==> config.mk <==
export PLATFORM = sky130hd
export DESIGN_NAME = filter_sample_ctrl
export DESIGN_NICKNAME = d
export VERILOG_FILES = /design/src/rtl/filter_sample_ctrl.sv
export SDC_FILE = /design/constraint.sdc
export NUM_CORES = 1
export LEC_CHECK = 0
export BUFFER_PORTS_ARGS = -buffer_cell sky130_fd_sc_hd__clkbuf_2
export CAP_MARGIN = 20
export CORE_UTILIZATION = 40
export DETAILED_ROUTE_END_ITERATION = 8
export HOLD_SLACK_MARGIN = 0.08
export PLACE_DENSITY = 0.74
export SETUP_SLACK_MARGIN = 0.2
export SYNTH_ARGS = -nofsm -noshare
export SYNTH_HDL_FRONTEND = slang
export SYNTH_SLANG_ARGS = --single-unit
==> constraint.sdc <==
create_clock -name clk -period 2.9 [get_ports clk]
set_input_delay 0.145 -clock clk [delete_from_list [all_inputs] [get_ports clk]]
set_output_delay 0.145 -clock clk [all_outputs]
set_load 0.1 [all_outputs]
==> src/rtl/filter_sample_ctrl.sv <==
// filter_sample_ctrl
//   Sample-side controller for the adaptive filter. It accepts one-cycle
//   sample strobes, presents the sample to the filter, and holds it stable
//   for the whole computation. It pulses sample_trig, waits for filter_done,
//   captures the filter result and offers it downstream over valid/ready.
//   It also keeps saturating counts of dropped samples and overwritten
//   results, and raises a sticky flag when the filter times out.
//
// Ports
//   clk, reset        : clock; asynchronous active-high reset
//   in_valid, in_data : sample strobe and sample (no backpressure)
//   filt_data_in      : registered sample presented to the filter
//   sample_trig       : registered one-cycle start pulse to the filter
//   filter_done       : filter finished; result valid on filt_data_out next cycle
//   filt_data_out     : filter result
//   out_valid/ready   : downstream handshake for out_data
//   out_data          : captured filter result
//   busy              : FSM not in IDLE
//   err_timeout       : sticky filter-timeout flag
//   clear_err         : synchronous clear of err_timeout and both counters
//   overrun_cnt       : samples dropped while busy (saturating)
//   drop_cnt          : results overwritten before consumption (saturating)
module filter_sample_ctrl #(
  parameter int unsigned DATA_SIZE = 24,
  parameter int unsigned GUARD     = 3,
  parameter int unsigned TIMEOUT   = 16,
  parameter int unsigned CNT_W     = 16
) (
  input  logic                 clk,
  input  logic                 reset,
  input  logic                 in_valid,
  input  logic [DATA_SIZE-1:0] in_data,
  output logic [DATA_SIZE-1:0] filt_data_in,
  output logic                 sample_trig,
  input  logic                 filter_done,
  input  logic [DATA_SIZE-1:0] filt_data_out,
  output logic                 out_valid,
  input  logic                 out_ready,
  output logic [DATA_SIZE-1:0] out_data,
  output logic                 busy,
  output logic                 err_timeout,
  input  logic                 clear_err,
  output logic [CNT_W-1:0]     overrun_cnt,
  output logic [CNT_W-1:0]     drop_cnt
);

  localparam int unsigned TMO_W = (TIMEOUT < 2) ? 1 : $clog2(TIMEOUT + 1);
  localparam int unsigned GRD_W = (GUARD < 2) ? 1 : $clog2(GUARD + 1);

  typedef enum logic [2:0] {
    IDLE,
    TRIG,
    WAIT,
    CAPT,
    HOLD
  } state_t;

  state_t               state_q, state_d;
  logic [DATA_SIZE-1:0] filt_data_in_q, filt_data_in_d;
  logic [DATA_SIZE-1:0] out_data_q, out_data_d;
  logic                 sample_trig_q, sample_trig_d;
  logic                 out_valid_q, out_valid_d;
  logic                 err_timeout_q, err_timeout_d;
  logic [TMO_W-1:0]     tmo_q, tmo_d;
  logic [GRD_W-1:0]     grd_q, grd_d;
  logic [CNT_W-1:0]     overrun_cnt_q, overrun_cnt_d;
  logic [CNT_W-1:0]     drop_cnt_q, drop_cnt_d;

  logic handshake;
  logic overrun_evt;
  logic drop_evt;

  always_comb begin
    state_d        = state_q;
    filt_data_in_d = filt_data_in_q;
    out_data_d     = out_data_q;
    sample_trig_d  = 1'b0;
    out_valid_d    = out_valid_q;
    err_timeout_d  = err_timeout_q;
    tmo_d          = tmo_q;
    grd_d          = grd_q;
    overrun_cnt_d  = overrun_cnt_q;
    drop_cnt_d     = drop_cnt_q;
    drop_evt       = 1'b0;

    handshake   = out_valid_q & out_ready;
    overrun_evt = in_valid & (state_q != IDLE);

    if (handshake) begin
      out_valid_d = 1'b0;
    end

    case (state_q)
      IDLE: begin
        if (in_valid) begin
          filt_data_in_d = in_data;
          sample_trig_d  = 1'b1;
          state_d        = TRIG;
        end
      end
      TRIG: begin
        tmo_d   = TMO_W'(TIMEOUT);
        state_d = WAIT;
      end
      WAIT: begin
        if (filter_done) begin
          state_d = CAPT;
        end else if (tmo_q <= TMO_W'(1)) begin
          tmo_d         = '0;
          err_timeout_d = 1'b1;
          state_d       = IDLE;
        end else begin
          tmo_d = tmo_q - TMO_W'(1);
        end
      end
      CAPT: begin
        // A result still pending without a handshake this cycle is lost;
        // a simultaneous handshake means the old result was consumed.
        out_data_d  = filt_data_out;
        out_valid_d = 1'b1;
        drop_evt    = out_valid_q & ~handshake;
        grd_d       = GRD_W'(GUARD);
        state_d     = HOLD;
      end
      HOLD: begin
        if (grd_q <= GRD_W'(1)) begin
          grd_d   = '0;
          state_d = IDLE;
        end else begin
          grd_d = grd_q - GRD_W'(1);
        end
      end
      default: begin
        state_d = IDLE;
      end
    endcase

    // Clear wins over a same-cycle increment or timeout.
    if (clear_err) begin
      err_timeout_d = 1'b0;
      overrun_cnt_d = '0;
      drop_cnt_d    = '0;
    end else begin
      if (overrun_evt && (overrun_cnt_q != '1)) begin
        overrun_cnt_d = overrun_cnt_q + CNT_W'(1);
      end
      if (drop_evt && (drop_cnt_q != '1)) begin
        drop_cnt_d = drop_cnt_q + CNT_W'(1);
      end
    end
  end

  always_ff @(posedge clk or posedge reset) begin
    if (reset) begin
      state_q        <= IDLE;
      filt_data_in_q <= '0;
      out_data_q     <= '0;
      sample_trig_q  <= 1'b0;
      out_valid_q    <= 1'b0;
      err_timeout_q  <= 1'b0;
      tmo_q          <= '0;
      grd_q          <= '0;
      overrun_cnt_q  <= '0;
      drop_cnt_q     <= '0;
    end else begin
      state_q        <= state_d;
      filt_data_in_q <= filt_data_in_d;
      out_data_q     <= out_data_d;
      sample_trig_q  <= sample_trig_d;
      out_valid_q    <= out_valid_d;
      err_timeout_q  <= err_timeout_d;
      tmo_q          <= tmo_d;
      grd_q          <= grd_d;
      overrun_cnt_q  <= overrun_cnt_d;
      drop_cnt_q     <= drop_cnt_d;
    end
  end

  assign filt_data_in = filt_data_in_q;
  assign sample_trig  = sample_trig_q;
  assign out_valid    = out_valid_q;
  assign out_data     = out_data_q;
  assign busy         = (state_q != IDLE);
  assign err_timeout  = err_timeout_q;
  assign overrun_cnt  = overrun_cnt_q;
  assign drop_cnt     = drop_cnt_q;

endmodule
==> Implementation_results.wiki <==
{| class="wikitable"
! Metric !! Value
|-
| Count of pins on the block boundary || between 100 and 150
|-
| Aggregate routed wire length || between 10 and 15 mm
|-
| Die Y || about 110 µm
|-
| Arrival time of the worst setup path || approximately 2.3 ns
|-
| CTS Buffer Depth || 2
|-
| Worst slew margin relative to its limit || 47.2%
|-
| Iter 0 DRT Violations || between 100 and 150
|-
| Fmax || between 400 and 500 MHz
|-
| Pin count of the biggest net entering global routing || 50
|-
| Count of mapped cells out of synthesis || 380
|-
| Register area share after synthesis || 52.5%
|-
| Category of the worst setup path launch point || flop
|-
| Placement row count || 38
|-
| Top FF cell, synth || dfrtp_1
|-
| Area growth, synth to finish || 34.4%
|-
| Clk_skew || between 0.007 and 0.008 ns
|-
| Number of storage elements in the synthesis netlist || between 90 and 100
|-
| CTS-repair resized insts || 0
|-
| Transition at the pin with the smallest max-transition slack || between 0.7 and 0.8 ns
|-
| Syn Area/Cell || between 10 and 15 µm²
|-
| Post-detailed-placement half-perimeter wirelength || between 7 and 8 mm
|-
| Via Count || roughly 3700
|-
| Hold slack final || about 0.12 ns
|-
| Result of the run || complete, no violations
|-
| Clock root buffer || clkbuf_8
|-
| Max capacitance violation total || 0
|-
| Finished Cell Area || between 5000 and 6000 µm²
|-
| Type of the worst setup path || flop to flop
|-
| Final Hold Vio Count || 0
|-
| Post-Synthesis Cell Area || roughly 4400 µm²
|-
| Tmin final || a little over 2 ns
|-
| Min-Delay Path Class || primary input to flop
|-
| CTS buffer count || 9
|-
| Initial core utilization || 41.1%
|-
| Global-route wire length before repair || around 17 mm
|-
| Routed wire per std cell || roughly 15 µm
|-
| Setup-violating endpoint count in the final report || 0
|-
| Residual overflow from global routing || 0
|-
| Clock insertion delay at the later pin of the skew report || between 0.3 and 0.4 ns
|-
| Detail Route Antenna Nets || 0
|-
| Placed cell area || ~5200 µm²
|-
| Ratio of routed vias to standard cells || around 5.2
|-
| Number of flops mapped to enable cells by yosys || 0
|-
| Vias in the first global route || ~3700
|-
| Final Max Slew Viols || 0
|-
| Remaining DRCs || 0
|-
| Setup TNS || 0 ns
|-
| Proportion of layout cells with a drive suffix above 1 || between 40% and 50%
|-
| RSZ-0062 raised after global routing || no
|-
| Antenna diode instance count || 0
|-
| Clock slew seen by the registers of the worst setup and hold paths || around 0.090 ns
|-
| Number of I/O port buffers || roughly 140
|-
| Final clock period utilization by the worst path || roughly 70%
|-
| Core box area || roughly 11000 µm²
|-
| FFs w/ async S/R, synth || 100%
|-
| Hold buffer count at cts || 49
|-
| 1st-pass router iterations || 4
|-
| Post CTS Setup Buffer Count || 0
|-
| Netlist cell types || 55
|-
| Final weighted congestion in routability-driven placement || 0.810
|-
| Final Net Count || 619
|-
| Net count of the mapped netlist || between 400 and 500
|-
| Most common cell after layout, fill and taps aside || clkbuf_2
|-
| Depth of the CTS H-tree || 3
|-
| Number of synthesis warnings || 0
|-
| Worst setup EP type || flop
|-
| Maximum fanout count along the critical path || 11
|-
| Clock tree from TritonCTS || yes
|-
| Commonest cells after routing, fill and taps aside || clkbuf_2, dfrtp_1, mux2_2, dlygate4sd3_1, nand2_1
|-
| All-layer global routing usage || 19.5%
|-
| Required time of the critical path || between 3 and 4 ns
|-
| Width of the chip || approximately 110 µm
|-
| Fill cell instance count of the final layout || ~950
|-
| Sinks on Clock Net || 93
|-
| Number of antenna violations at the first check in global routing || 0
|-
| Full die area || about 12000 µm²
|}
per-layer routing:
layer | GRT usage [%] | share of wire, % | vias up | wire (µm)
met2 | 35.2 | 54 | 91 | 5670
met4 | 9.49 | 2.7 | 0 | 280
li1 | - | - | 1735 | -
met3 | 3.77 | 3.8 | 23 | 399
met1 | 21.9 | 39 | 1817 | 4130
met5 | 0 | 0 | - | 0
final timing paths:
check	from	to	slack [ns]	cells after the start
hold reg to reg	out_data[6]	out_data[6]	0.51	1
hold / removal	in_valid	state_q[0]	0.12	3
max in group asynchronous	reset	tmo_q[1]	1.70	4
setup / recovery	state_q[2]	drop_cnt[5]	0.84	4
min in group asynchronous	reset	overrun_cnt[8]	0.47	3
setup reg to reg	state_q[2]	drop_cnt[5]	0.84	4
synthesized netlist by cell type, types with 2 or more instances:
cell | n | area, µm²
nor3_1 | 8 | 40.0
and3_1 | 3 | 18.8
ha_1 | 4 | 50.1
o21ai_1 | 3 | 15.0
a21boi_2 | 2 | 22.5
nand3_1 | 7 | 35.0
o41ai_2 | 2 | 32.5
o31ai_1 | 6 | 45.0
o21a_1 | 3 | 22.5
mux2i_1 | 3 | 30.0
nand4_2 | 3 | 37.5
buf_2 | 10 | 50.1
or3b_1 | 2 | 17.5
mux2_2 | 52 | 586
o21ai_0 | 6 | 30.0
nor4_2 | 4 | 50.1
nand4_1 | 7 | 43.8
a21oi_1 | 21 | 105
dfrtp_1 | 93 | 2330
mux2_1 | 11 | 124
clkbuf_1 | 7 | 26.3
nor2b_1 | 16 | 100
buf_4 | 2 | 15.0
inv_1 | 11 | 41.3
and2_0 | 3 | 18.8
nor2_1 | 22 | 82.6
a211oi_1 | 3 | 22.5
or4_1 | 4 | 30.0
nand2_1 | 23 | 86.3
o31a_1 | 3 | 26.3
and4_1 | 6 | 52.6
or3_1 | 3 | 18.8
o41ai_1 | 2 | 17.5
nand2b_1 | 2 | 12.5
a211oi_2 | 2 | 25.0
nor4_1 | 2 | 12.5
sequential cells by signal (all words and copies together) (netlist names):
| name | count |
|---|---|
| drop_cnt | 16 |
| err_timeout | 1 |
| filt_data_in | 24 |
| grd_q | 2 |
| out_data | 24 |
| out_valid | 1 |
| overrun_cnt | 16 |
| sample_trig | 1 |
| state_q | 3 |
| tmo_q | 5 |
metrics by stage:
stage | setup slack [ns] | utilization [%] | std cells
floorplan | 0.335 | - | 380
global placement | 0.929 | 48.6 | 641
detailed placement | 0.858 | 48.6 | 641
CTS | 0.842 | 55.2 | 706
global route | 0.730 | 55.2 | 706
finish | 0.835 | 55.2 | 706
kinds of logic after synthesis:
logic type | count (synthesis) | synth area share (%)
XOR/XNOR | 1 | 0.198
AO/OA/AOI/OAI | 61 | 9.66
AND/OR/NAND/NOR | 123 | 16.6
buffers and inverters | 32 | 3.16
adder cells (fa/ha/maj) | 4 | 1.13
flip-flops | 93 | 52.5
multiplexers | 66 | 16.7
layout make-up:
class / count / area [µm²] / area share (%)
flip-flops and latches: 93 / 2330 / 39.1
multi-input cells: 255 / 1960 / 33.0
repair buffers: 190 / 1220 / 20.5
well taps: 140 / 175 / 2.94
clock buffers: 10 / 138 / 2.31
clock inverters: 6 / 86.3 / 1.45
inverters: 12 / 46.3 / 0.777
critical path: stages (launching register included):
cell      delay [ns]
dfrtp_1         0.49
nand3b_1        0.25
or3_1           0.55
a211oi_2        0.29
mux2_1          0.36
Power is left out: the tool's default activity adds up to more than one toggle a clock period on the data nets, which glitch-free logic cannot reach.
